`src/rtl/truth_sweep_pkg.sv`:
```
// Shared types and width helpers for the truth-table sweeper and its settle timer.
package truth_sweep_pkg;

  typedef enum logic [1:0] {
    ST_IDLE   = 2'd0,
    ST_SETTLE = 2'd1,
    ST_SAMPLE = 2'd2,
    ST_DONE   = 2'd3
  } sweep_state_e;

  localparam int N_IN_DEFAULT = 3;
  localparam int NVEC = 2 ** N_IN_DEFAULT;

  function automatic int nvec_of(input int n_in);
    return 2 ** n_in;
  endfunction

  function automatic int idx_width(input int n_in);
    return (n_in < 1) ? 1 : n_in;
  endfunction

  // One extra bit so that every vector mismatching still fits.
  function automatic int mismatch_width(input int n_in);
    return n_in + 1;
  endfunction

  function automatic int settle_width(input int settle);
    return (settle < 1) ? 1 : $clog2(settle + 1);
  endfunction

endpackage

```
`src/rtl/settle_timer.sv`:
```
// Loadable down-counter that holds each stimulus vector for a programmable number of cycles.
module settle_timer #(
  parameter int W = 2
) (
  input  logic         clk,
  input  logic         rst_n,
  input  logic         load,
  input  logic         en,
  input  logic [W-1:0] value,
  output logic         zero
);

  localparam logic [W-1:0] ONE = W'(1);

  logic [W-1:0] count_reg;

  always_ff @(posedge clk or negedge rst_n) begin
    if (!rst_n) begin
      count_reg <= '0;
    end else if (load) begin
      count_reg <= value;
    end else if (en && !zero) begin
      count_reg <= count_reg - ONE;
    end
  end

  assign zero = (count_reg == '0);

endmodule

```
`src/rtl/truth_table_sweeper.sv`:
```
// Walks every input vector of a small combinational function, captures its settled
// output into a truth table and counts disagreements with the expected table.
module truth_table_sweeper
  import truth_sweep_pkg::*;
#(
  parameter int                  N_IN     = 3,
  parameter int                  SETTLE   = 2,
  parameter logic [2**N_IN-1:0]  EXPECTED = 8'hE8
) (
  input  logic                             clk,
  input  logic                             rst_n,
  input  logic                             start,
  output logic [idx_width(N_IN)-1:0]       abc_out,
  input  logic                             f_in,
  output logic                             busy,
  output logic                             done,
  output logic                             pass,
  output logic [2**N_IN-1:0]               table_out,
  output logic [mismatch_width(N_IN)-1:0]  mismatch_cnt
);

  localparam int NV = nvec_of(N_IN);
  localparam int IW = idx_width(N_IN);
  localparam int MW = mismatch_width(N_IN);
  localparam int SW = settle_width(SETTLE);
  localparam logic [SW-1:0] SETTLE_V = SW'(SETTLE);
  localparam logic [IW-1:0] IDX_ONE  = IW'(1);
  localparam logic [MW-1:0] MM_ONE   = MW'(1);

  sweep_state_e state_reg, state_next;

  logic [IW-1:0] idx_reg;
  logic [NV-1:0] table_reg;
  logic [MW-1:0] mismatch_reg;

  logic launch, capture, last_vec;
  logic timer_load, timer_en, timer_zero;

  // Vectors run 0..NV-1, so the last one is the all-ones index.
  assign last_vec = &idx_reg;

  always_ff @(posedge clk or negedge rst_n) begin
    if (!rst_n) state_reg <= ST_IDLE;
    else        state_reg <= state_next;
  end

  always_comb begin
    state_next = state_reg;
    case (state_reg)
      ST_IDLE, ST_DONE: if (start) state_next = ST_SETTLE;
      ST_SETTLE:        if (timer_zero) state_next = ST_SAMPLE;
      ST_SAMPLE:        state_next = last_vec ? ST_DONE : ST_SETTLE;
      default:          state_next = ST_IDLE;
    endcase
  end

  always_comb begin
    busy    = 1'b0;
    done    = 1'b0;
    launch  = 1'b0;
    capture = 1'b0;
    case (state_reg)
      ST_IDLE:   launch = start;
      ST_DONE: begin
        done   = 1'b1;
        launch = start;
      end
      ST_SETTLE: busy = 1'b1;
      ST_SAMPLE: begin
        busy    = 1'b1;
        capture = 1'b1;
      end
      default: ;
    endcase
  end

  assign timer_load = launch | (capture & ~last_vec);
  assign timer_en   = (state_reg == ST_SETTLE);

  settle_timer #(
    .W(SW)
  ) u_settle_timer (
    .clk   (clk),
    .rst_n (rst_n),
    .load  (timer_load),
    .en    (timer_en),
    .value (SETTLE_V),
    .zero  (timer_zero)
  );

  always_ff @(posedge clk or negedge rst_n) begin
    if (!rst_n) begin
      idx_reg      <= '0;
      table_reg    <= '0;
      mismatch_reg <= '0;
    end else if (launch) begin
      idx_reg      <= '0;
      table_reg    <= '0;
      mismatch_reg <= '0;
    end else if (capture) begin
      table_reg[idx_reg] <= f_in;
      if (f_in != EXPECTED[idx_reg]) mismatch_reg <= mismatch_reg + MM_ONE;
      if (!last_vec) idx_reg <= idx_reg + IDX_ONE;
    end
  end

  assign abc_out      = idx_reg;
  assign table_out    = table_reg;
  assign mismatch_cnt = mismatch_reg;
  assign pass         = done & (mismatch_reg == '0);

endmodule

```
`config.mk`:
```
export PLATFORM = sky130hd
export DESIGN_NAME = truth_table_sweeper
export DESIGN_NICKNAME = d
export VERILOG_FILES = /design/src/rtl/truth_sweep_pkg.sv /design/src/rtl/settle_timer.sv /design/src/rtl/truth_table_sweeper.sv
export SDC_FILE = /design/constraint.sdc
export NUM_CORES = 1
export LEC_CHECK = 0
export BUFFER_PORTS_ARGS = -buffer_cell sky130_fd_sc_hd__clkbuf_2
export CAP_MARGIN = 10
export CORE_MARGIN = 5
export CORE_UTILIZATION = 37
export DETAILED_ROUTE_END_ITERATION = 8
export GPL_ROUTABILITY_DRIVEN = 0
export PLACE_DENSITY = 0.63
export SLEW_MARGIN = 25
export SYNTH_ARGS = -nofsm -noshare
export SYNTH_HDL_FRONTEND = slang
export SYNTH_HIERARCHICAL = 1
export SYNTH_SLANG_ARGS = --single-unit
```
`constraint.sdc`:
```
create_clock -name clk -period 3.8 [get_ports clk]
set_clock_uncertainty 0.1 [all_clocks]
set_input_delay 0.38 -clock clk [delete_from_list [all_inputs] [get_ports clk]]
set_output_delay 0.38 -clock clk [all_outputs]
set_load 0.01 [all_outputs]
```
==> results.ini <==
[outcome]
status=finished, final reports clean

[sta]
setup_ws_ns=1.38
fin_setup_tns_ns=0
finalCritPeriodShare_pct=63.6
setup_violations=0
rsz0062_at_grt=no
slew_headroom_pct=62.3
finalHoldViolCount=0
worstMarginPinSlew_ns=0.565
min_period_ns=2.42
whs_ns=0.358
slew_violations=0
fmaxAchievable_ghz=0.414

[floorplan]
initial_core_util_pct=38.6
die_area_mm2=0.00444
pin_count=22
die_h_um=66.7
die_w_um=66.7
core_area_mm2=0.00308
rows=20

[synthesis]
synth_top_area_cell=dfrtp_1
syn_area_per_cell_um2=9.42
synth_fa_ha_area_share_pct=10.5
ys_ff_latch=19
synthTopCellsByCount=dfrtp_1, nor2_1, inv_1, ha_1, mux2i_1
synth_mux_area_share_pct=8.43
synthFlopType=dfrtp_1
synthArstFlopShare_pct=100
syn_area_mm2=0.00119
synth-xor-area-share_pct=0.738
netlist_instances=126
synth_top_family_by_area=simple AND/OR/NAND/NOR gates
netlist_top_cells_area=dfrtp_1, ha_1, mux2i_1
ys_seq_area_share_pct=40.0
ys_warn_count=6
synth_most_common_cell=dfrtp_1
synth-compound-area-share_pct=10.4
synth.distinct_cells=40
synth_edf_count=0
yosys.area.top_type_share_pct=40.0
synthSimpleGateAreaFrac_pct=23.0
syn_nets=140

[pwr]
ir_drop_uv=184
leakagePower_uw=0.000693
power_density_mw_per_mm2=585

[grt]
grt_pass1_wl_mm=4.33
grt_pass1_vias=952
antenna_found_initial=0
grt_overflow_total=0
grt_use_total_pct=12.6
grt_max_degree=20

[routing]
drt_drc_violations_left=0
avgViaCountPerCell=4.98
first_iter_violations=22
wl_mm=2.42
wl_per_cell_um=12.7
num_vias=947
drt_first_pass_iters=4
final_antenna_net_count=0

[clock_network]
post_cts_buffers=0
numCtsBuffers=3
cts.path.max_buffers=2
cts_sinks=19
cts_max_level=1
cts.clk_slew.worst_paths_ns=0.11
clock_latency_ns=0.29
clock_tree.root_cell=clkbuf_4
cts_tree=built

[min_path]
worstHoldPathType=primary input to flip-flop

[final_layout]
postLayoutCellArea_mm2=0.00135
stdcell_count=190
drive_gt1_share_pct=19.9
nets=161
diodes=0
syn_to_final_growth_pct=13.8
largest_reg_flops=8

[run]
maxCapViolations=0

[critical_path]
worstPathMaxFanout=17
crit_type=flip-flop to flip-flop
worstPathRequired_ns=3.87
end_kind=flip-flop
arrival_ns=2.48
start_kind=flip-flop

[place]
dp_slack_ns=1.38
dpl-instance-area_mm2=0.00132
port_buffers=21
dp_hpwl_mm=1.82
dp_cells=185

## cell families after synthesis
family,after synthesis
buf+inv,17
xor+xnor,1
mux,10
compound gates,17
fa+ha+maj,10
flops,19
other cells,2
simple gates,50
## worst max-delay path: stages, from the launching register on
cell and delay [ns]:
dfrtp_1 0.43, inv_1 0.06, ha_1 0.33, and2_1 0.35, or2_2 0.42, or4b_1 0.47
o311ai_0 0.12
## path summary, 6_finish.rpt
path / startpoint / end / slack [ns] / cells past startpoint
min in group asynchronous: rst_n / mismatch_cnt[0] / 0.47 / 2
hold / removal: start / state_reg[0] / 0.36 / 3
setup / recovery: state_reg[0] / u_settle_timer/count_reg[1] / 1.38 / 6
hold reg to reg: table_out[4] / table_out[4] / 0.43 / 2
setup reg to reg: state_reg[0] / u_settle_timer/count_reg[1] / 1.38 / 6
max in group asynchronous: rst_n / abc_out[2] / 2.80 / 2
## report_power, final
part           switching (µW)  leakage (µW)  internal [µW]
Clock                    62.1     0.0000150           40.8
Combinational             236      0.000425            156
Sequential               49.0      0.000253            247
## timing repair
| action | in CTS | in global routing |
|---|---|---|
| resized for setup | 0 | 0 |
| hold buffers | 1 | 0 |
| hold endpoints to repair | 19 | 0 |
## cell usage in the layout, fill, tap and decap left out, drive strengths merged
master and instances:
clkbuf 25, dfrtp 19, nor2 12, inv 11, mux2i 10, ha 10, nand2 10, nand4 4
nor3 4, nor2b 3, and3 3, a21oi 3, o21ai 3, o211ai 3, a211o 2, nand3 2
a31oi 2, nand2b 2, or4b 2, conb 2, or2 2, nor4bb 1, and2 1, o22ai 1
a2111oi 1, o41ai 1, or4 1, xnor2 1, nor3b 1, or3 1, dlygate4sd3 1, or2b 1
o311ai 1
## layout make-up
class | instances | area, µm²
clock buffer | 4 | 26.3
timing repair buffer | 22 | 115
multi-input combinational | 90 | 638
inverter | 11 | 41.3
tap | 44 | 55.1
sequential | 19 | 475
fill | 319 | 1730
## stage by stage
stage                     power (µW)  util, %
after global routing             885     43.9
after CTS                        801     43.9
after global placement           665     42.7
after floorplan                  580        -
final                            791     43.9
after detailed placement         693     42.7
## per-layer routing
metal / GRT usage, % / routed length (µm)
met4: 3.05 / 22
met5: 0 / 0
met1: 16.7 / 1150
met2: 20.5 / 1130
met3: 2.87 / 121
Power figures use the tool's default switching activity.
